$ cat src/rtl/arb8_sel_if.sv
// arb8_sel_if: request/grant bundle between the eight requesters, the
// downstream consumer and the arb8_sel arbiter.
//
// Handshake: a requester holds its req_in bit until it sees its gnt_out bit.
// A grant (gnt_valid_out = 1) stays held, with sel_out/gnt_out frozen, until
// the consumer pulses done_in for one cycle.
interface arb8_sel_if;
    logic [7:0] req_in;
    logic       done_in;
    logic [2:0] sel_out;
    logic [7:0] gnt_out;
    logic       gnt_valid_out;
    logic       timeout_out;

    // requester/consumer side
    modport master (
        output req_in,
        output done_in,
        input  sel_out,
        input  gnt_out,
        input  gnt_valid_out,
        input  timeout_out
    );

    // arbiter side
    modport slave (
        input  req_in,
        input  done_in,
        output sel_out,
        output gnt_out,
        output gnt_valid_out,
        output timeout_out
    );
endinterface

$ cat src/rtl/arb8_sel.sv
// arb8_sel: round-robin arbiter owning the 3-bit select of the shared 8:1 mux.
// sel_out changes only on entry to GRANT, so the mux stays stable mid-transfer.
// Optional feature macro: ARB8_TIMEOUT_EN (forced release after TIMEOUT_CYCLES
// grant cycles without done_in, flagged by a one-cycle timeout_out pulse).
module arb8_sel #(
    parameter int TIMEOUT_CYCLES = 16
) (
    input  logic       clk_in,
    input  logic       rst_in,
    arb8_sel_if.slave  bus,
    output logic [1:0] o_dbg_state,
    output logic [2:0] o_dbg_ptr
);
    localparam logic [1:0] S_IDLE    = 2'd0;
    localparam logic [1:0] S_GRANT   = 2'd1;
    localparam logic [1:0] S_RELEASE = 2'd2;

    if (TIMEOUT_CYCLES < 2 || TIMEOUT_CYCLES > 255) begin : g_bad_timeout
        $error("arb8_sel: TIMEOUT_CYCLES must be in 2..255");
    end

    logic [1:0]  r_state;
    logic [2:0]  r_ptr;
    logic [2:0]  r_sel;
    logic [7:0]  r_gnt;
    logic        r_gnt_valid;

    logic [15:0] w_dbl;
    logic [7:0]  w_rot;
    logic [2:0]  w_off;
    logic [2:0]  w_pick;
    logic        w_found;

    // rotate requests so bit 0 is the ptr position, then take the lowest set bit
    assign w_dbl   = {bus.req_in, bus.req_in};
    assign w_rot   = 8'(w_dbl >> r_ptr);
    assign w_found = |bus.req_in;
    assign w_pick  = r_ptr + w_off;

    // priority encoder over the rotated request vector
    always_comb begin
        w_off = 3'd0;
        for (int k = 7; k >= 0; k--) begin
            if (w_rot[k]) w_off = 3'(k);
        end
    end

`ifdef ARB8_TIMEOUT_EN
    localparam logic [7:0] LP_TO_LAST = 8'(TIMEOUT_CYCLES - 1);
    logic [7:0] r_cnt;
    logic       r_timeout;

    // grant-age counter and forced-release pulse
    always_ff @(posedge clk_in) begin
        if (rst_in) begin
            r_cnt     <= 8'd0;
            r_timeout <= 1'b0;
        end else begin
            r_timeout <= 1'b0;
            if (r_state == S_IDLE) begin
                r_cnt <= 8'd0;
            end else if (r_state == S_GRANT && !bus.done_in) begin
                if (r_cnt == LP_TO_LAST) r_timeout <= 1'b1;
                else                     r_cnt     <= r_cnt + 8'd1;
            end
        end
    end

    assign bus.timeout_out = r_timeout;
    wire w_force_rel = (r_cnt == LP_TO_LAST);
`else
    assign bus.timeout_out = 1'b0;
    wire w_force_rel = 1'b0;
`endif

    // main FSM: IDLE picks, GRANT holds until done (or timeout), RELEASE turns around
    always_ff @(posedge clk_in) begin
        if (rst_in) begin
            r_state     <= S_IDLE;
            r_ptr       <= 3'd0;
            r_sel       <= 3'd0;
            r_gnt       <= 8'h00;
            r_gnt_valid <= 1'b0;
        end else begin
            case (r_state)
                S_IDLE: begin
                    if (w_found) begin
                        r_sel       <= w_pick;
                        r_gnt       <= 8'h01 << w_pick;
                        r_gnt_valid <= 1'b1;
                        r_state     <= S_GRANT;
                    end
                end
                S_GRANT: begin
                    if (bus.done_in || w_force_rel) begin
                        r_ptr       <= r_sel + 3'd1;
                        r_gnt       <= 8'h00;
                        r_gnt_valid <= 1'b0;
                        r_state     <= S_RELEASE;
                    end
                end
                S_RELEASE: begin
                    r_state <= S_IDLE;
                end
                default: begin
                    r_state     <= S_IDLE;
                    r_gnt       <= 8'h00;
                    r_gnt_valid <= 1'b0;
                end
            endcase
        end
    end

    assign bus.sel_out       = r_sel;
    assign bus.gnt_out       = r_gnt;
    assign bus.gnt_valid_out = r_gnt_valid;
    assign o_dbg_state       = r_state;
    assign o_dbg_ptr         = r_ptr;
endmodule

$ cat src/flat_wrapper.sv
// flat-port wrapper written by rule: the top's interface ports become plain ports
module arb8_sel_flat 
#(
    parameter int TIMEOUT_CYCLES = 16
)
  (clk_in, rst_in, o_dbg_state, o_dbg_ptr, bus_req_in, bus_done_in, bus_sel_out, bus_gnt_out, bus_gnt_valid_out, bus_timeout_out);
  arb8_sel_if bus_i ();
  input  logic clk_in;
  input  logic rst_in;
  output logic [1:0] o_dbg_state;
  output logic [2:0] o_dbg_ptr;
  input wire logic [$bits(bus_i.req_in)-1:0] bus_req_in;
  input wire logic [$bits(bus_i.done_in)-1:0] bus_done_in;
  output wire logic [$bits(bus_i.sel_out)-1:0] bus_sel_out;
  output wire logic [$bits(bus_i.gnt_out)-1:0] bus_gnt_out;
  output wire logic [$bits(bus_i.gnt_valid_out)-1:0] bus_gnt_valid_out;
  output wire logic [$bits(bus_i.timeout_out)-1:0] bus_timeout_out;
  assign bus_i.req_in = bus_req_in;
  assign bus_i.done_in = bus_done_in;
  assign bus_sel_out = bus_i.sel_out;
  assign bus_gnt_out = bus_i.gnt_out;
  assign bus_gnt_valid_out = bus_i.gnt_valid_out;
  assign bus_timeout_out = bus_i.timeout_out;
  arb8_sel #(.TIMEOUT_CYCLES(TIMEOUT_CYCLES)) u_core (.clk_in(clk_in), .rst_in(rst_in), .bus(bus_i), .o_dbg_state(o_dbg_state), .o_dbg_ptr(o_dbg_ptr));
endmodule
$ cat config.mk
export PLATFORM = sky130hd
export DESIGN_NAME = arb8_sel_flat
export DESIGN_NICKNAME = d
export VERILOG_FILES = /design/src/rtl/arb8_sel_if.sv /design/src/rtl/arb8_sel.sv /design/src/flat_wrapper.sv
export SDC_FILE = /design/constraint.sdc
export NUM_CORES = 1
export LEC_CHECK = 0
export CORE_MARGIN = 2
export CORE_UTILIZATION = 36
export DETAILED_ROUTE_END_ITERATION = 8
export HOLD_SLACK_MARGIN = 0.03
export MAX_ROUTING_LAYER = met4
export PLACE_DENSITY_LB_ADDON = 0.25
export SYNTH_ARGS = -nofsm -noshare
export SYNTH_HDL_FRONTEND = slang
export SYNTH_SLANG_ARGS = --single-unit
$ cat constraint.sdc
create_clock -name clk_in -period 5.3 [get_ports clk_in]
set_input_delay 0.795 -clock clk_in [delete_from_list [all_inputs] [get_ports clk_in]]
set_output_delay 0.795 -clock clk_in [all_outputs]
set_load 0.05 [all_outputs]
==> reports/results.ini <==
[status]
status = finished clean

[sta]
clock-skew-final_ns = 0.00242
hold_violations = 0
fin_tns_setup_ns = 0
setup_viol = 0
fin_ws_ns = 1.33
fmax_ghz = 0.252
timing.final.max_slew_violations = 0
min_period_over_period = 0.748
min_period_ns = 3.97
worst_pin_slew_ns = 0.912
slew_headroom = 0.391
rsz0062_at_grt = no
whs_ns = 0.445

[yosys]
syn-cell-area_um2 = 1480
synth-edff-count = 0
synth_nets = 204
synth_ff_type = dfxtp_1
ys_seq_elements = 17
synth_area_per_cell_um2 = 7.76
synth-seq-area-share = 0.231
yosysUniqueCellTypes = 55
syn_inst = 190
ys_warn_count = 0
synthArstFlopShare = 0

[worst_setup_path]
rr_startpoint = u_core.o_dbg_ptr[2]$_SDFFE_PP0P_
regToRegEndpoint = u_core.bus.gnt_out[6]$_SDFFE_PP0P_
cp-startpoint = bus_req_in[2]
rrSetupSlack_ns = 1.53
critical_path_class = in2reg
crit_path_end_kind = flop
rr_worst_depth = 11
cp_cell_sequence = clkdlybuf4s50_1 -> mux4_1 -> a21oi_1 -> nor2_1 -> o211ai_1 -> nand3_1 -> a32o_1 -> ha_1 -> inv_1 -> fa_1 -> or4_1 -> o21ai_1
critPathMaxFanout = 13
slowest_stage = clkdlybuf4s50_1
crit_path_end = u_core.bus.gnt_out[6]$_SDFFE_PP0P_
cp-start-kind = input port
critPathRequiredTime_ns = 5.49
max_stage_delay_ns = 0.63
critPathArrivalTime_ns = 4.15

[routing]
drtIter0Drc = 128
vias = 1419
dr.pass1.iters = 4
routed_via_density = 5.56
drt_wl_total_mm = 3.46
ant_nets = 0
drcViolationCount = 0
routedWlPerCell_um = 13.6

[power]
peakVddDrop_uv = 163
report.power.total_w = 0.000434
power.density_nw_per_um2 = 245
p_leak_nw = 0.596

[final_layout]
antennaDiodeCount = 0
fillers = 414
utilization = 0.447
syn_to_final_growth_pct = 20.4
nets = 220
drive_above_1_share = 0.0585

[global_routing]
track_usage = 0.166
grt_overflow = 0
antenna_found_initial = 0
grt_pass1_vias = 1269
grt_max_degree = 32
grt_pass1_wl_mm = 5.77

[floorplanning]
fp-row-count = 23
fp.dieW_um = 68.0
initial_core_util = 0.371
coreArea_um2 = 3970
die_h_um = 68.0
pin_count = 29
die_area_um2 = 4630

[clock_tree]
numClockSinks = 17
tritoncts.num_buffers = 3
cts_setup_buffers = 0
clock_latency_ns = 0.25
h-tree-depth = 1
clk_pin_slew_ns = 0.06
cts_tree = built
cts_hold_buf = 0
cts-root-buf = clkbuf_8
cts-resized-gates = 0
clockBufferDepth = 2

[place]
routabilityCongestion = 0.851
dp_slack_ns = 1.08
portBuffers = 27
hpwl_mm = 2.50

[hold_path]
holdPathStages = 2
worst_hold_path_type = reg2reg

[run]
maxCapViolations = 0

[cells in the mapped netlist (2+ instances only)]
| cell type | instances | area share |
|---|---|---|
| nand2b_1 | 2 | 0.0085 |
| or2_1 | 4 | 0.017 |
| nor2b_1 | 4 | 0.017 |
| a211oi_1 | 8 | 0.041 |
| nand2_1 | 17 | 0.043 |
| nor3b_1 | 2 | 0.010 |
| o21ai_0 | 6 | 0.020 |
| nor4_1 | 3 | 0.013 |
| mux2i_1 | 6 | 0.041 |
| o211ai_1 | 2 | 0.010 |
| a21oi_1 | 14 | 0.047 |
| mux4_1 | 3 | 0.053 |
| or4_1 | 2 | 0.010 |
| nand3b_1 | 2 | 0.010 |
| nor3_1 | 9 | 0.031 |
| dfxtp_1 | 17 | 0.23 |
| nand3_1 | 3 | 0.010 |
| nor2_1 | 17 | 0.043 |
| o21ai_1 | 9 | 0.031 |
| clkbuf_1 | 9 | 0.023 |
| buf_4 | 2 | 0.010 |
| a22o_1 | 2 | 0.012 |
| or3_1 | 2 | 0.0085 |
| ha_1 | 2 | 0.017 |
| or2_0 | 2 | 0.0085 |
| inv_1 | 7 | 0.018 |
| a21oi_2 | 2 | 0.012 |
| buf_2 | 5 | 0.017 |
[area by class of cell]
cell class / instances / area (um2) / share of cell area
clock buffer: 4 / 45.0 / 0.0254
inverter: 8 / 30.0 / 0.0169
multi-input combinational: 148 / 1020 / 0.574
sequential: 17 / 340 / 0.192
tap: 50 / 62.6 / 0.0352
timing repair buffer: 28 / 278 / 0.156
[per-layer routing]
metal,routed length [um],up-vias,track usage
met1,1720,645,0.241
li1,-,728,-
met2,1520,44,0.238
met4,6,0,0.0325
met5,0,-,-
met3,219,2,0.0362
[cell families (layout without fill, tap and decap cells)]
group	after synthesis	count (layout)	share of synthesized area
simple gates	73	73	0.253
compound gates	56	56	0.254
buf+inv	25	40	0.0780
flops	17	17	0.231
mux	11	11	0.117
xor+xnor	4	4	0.0339
fa+ha+maj	3	3	0.0305
other cells	1	1	0.00254
[how the worst min path moves through the flow]
| stage | from | to |
|---|---|---|
| 6_report | u_core.bus.gnt_out[7]$_SDFFE_PP0P_ | u_core.bus.gnt_out[7]$_SDFFE_PP0P_ |
| 5_1_grt | u_core.bus.gnt_out[4]$_SDFFE_PP0P_ | u_core.bus.gnt_out[4]$_SDFFE_PP0P_ |
| 3_5_place_dp | u_core.bus.gnt_out[7]$_SDFFE_PP0P_ | u_core.bus.gnt_out[7]$_SDFFE_PP0P_ |
| 4_1_cts | u_core.bus.gnt_out[7]$_SDFFE_PP0P_ | u_core.bus.gnt_out[7]$_SDFFE_PP0P_ |
| 2_1_floorplan | u_core.bus.gnt_out[0]$_SDFFE_PP0P_ | u_core.bus.gnt_out[0]$_SDFFE_PP0P_ |
| 3_3_place_gp | u_core.bus.gnt_out[0]$_SDFFE_PP0P_ | u_core.bus.gnt_out[0]$_SDFFE_PP0P_ |
[power breakdown]
part | internal (W) | switching, W | leakage (nW)
registers | 0.000139 | 0.0000154 | 0.139
clock network | 0.0000534 | 0.0000435 | 0.0228
logic | 0.0000721 | 0.000111 | 0.434
[metrics by stage]
step,cells,instance area [um2]
2_1_floorplan,190,1480
3_3_place_gp,251,1730
3_5_place_dp,251,1730
4_1_cts,255,1780
5_1_grt,255,1780
6_report,255,1780
[sequential cells by signal (all words and copies together) (netlist names)]
signal,count
u_core.bus.gnt_out,8
u_core.bus.sel_out,3
u_core.o_dbg_ptr,3
u_core.o_dbg_state,2
u_core.bus.gnt_valid_out,1
[worst max-delay path, delay by kind of cell]
kind | cells | cell delay [ns]
multiplexers | 1 | 0.59
adder cells (fa/ha/maj) | 2 | 0.63
AO/OA/AOI/OAI | 4 | 0.72
buffers and inverters | 2 | 0.69
AND/OR/NAND/NOR | 3 | 0.70
[layout by cell type, fill, tap and decap left out, types with 4 or more instances in the layout]
master and instances:
o21ai_0 6, o21ai_1 9, nor2_1 17, inv_1 7, nor2b_1 4, clkdlybuf4s50_1 27, nand2_1 17, or2_1 4
a211oi_1 8, dfxtp_1 17, a21oi_1 14, nor3_1 9, mux2i_1 6
No activity file was read; power rests on OpenSTA's default activity.
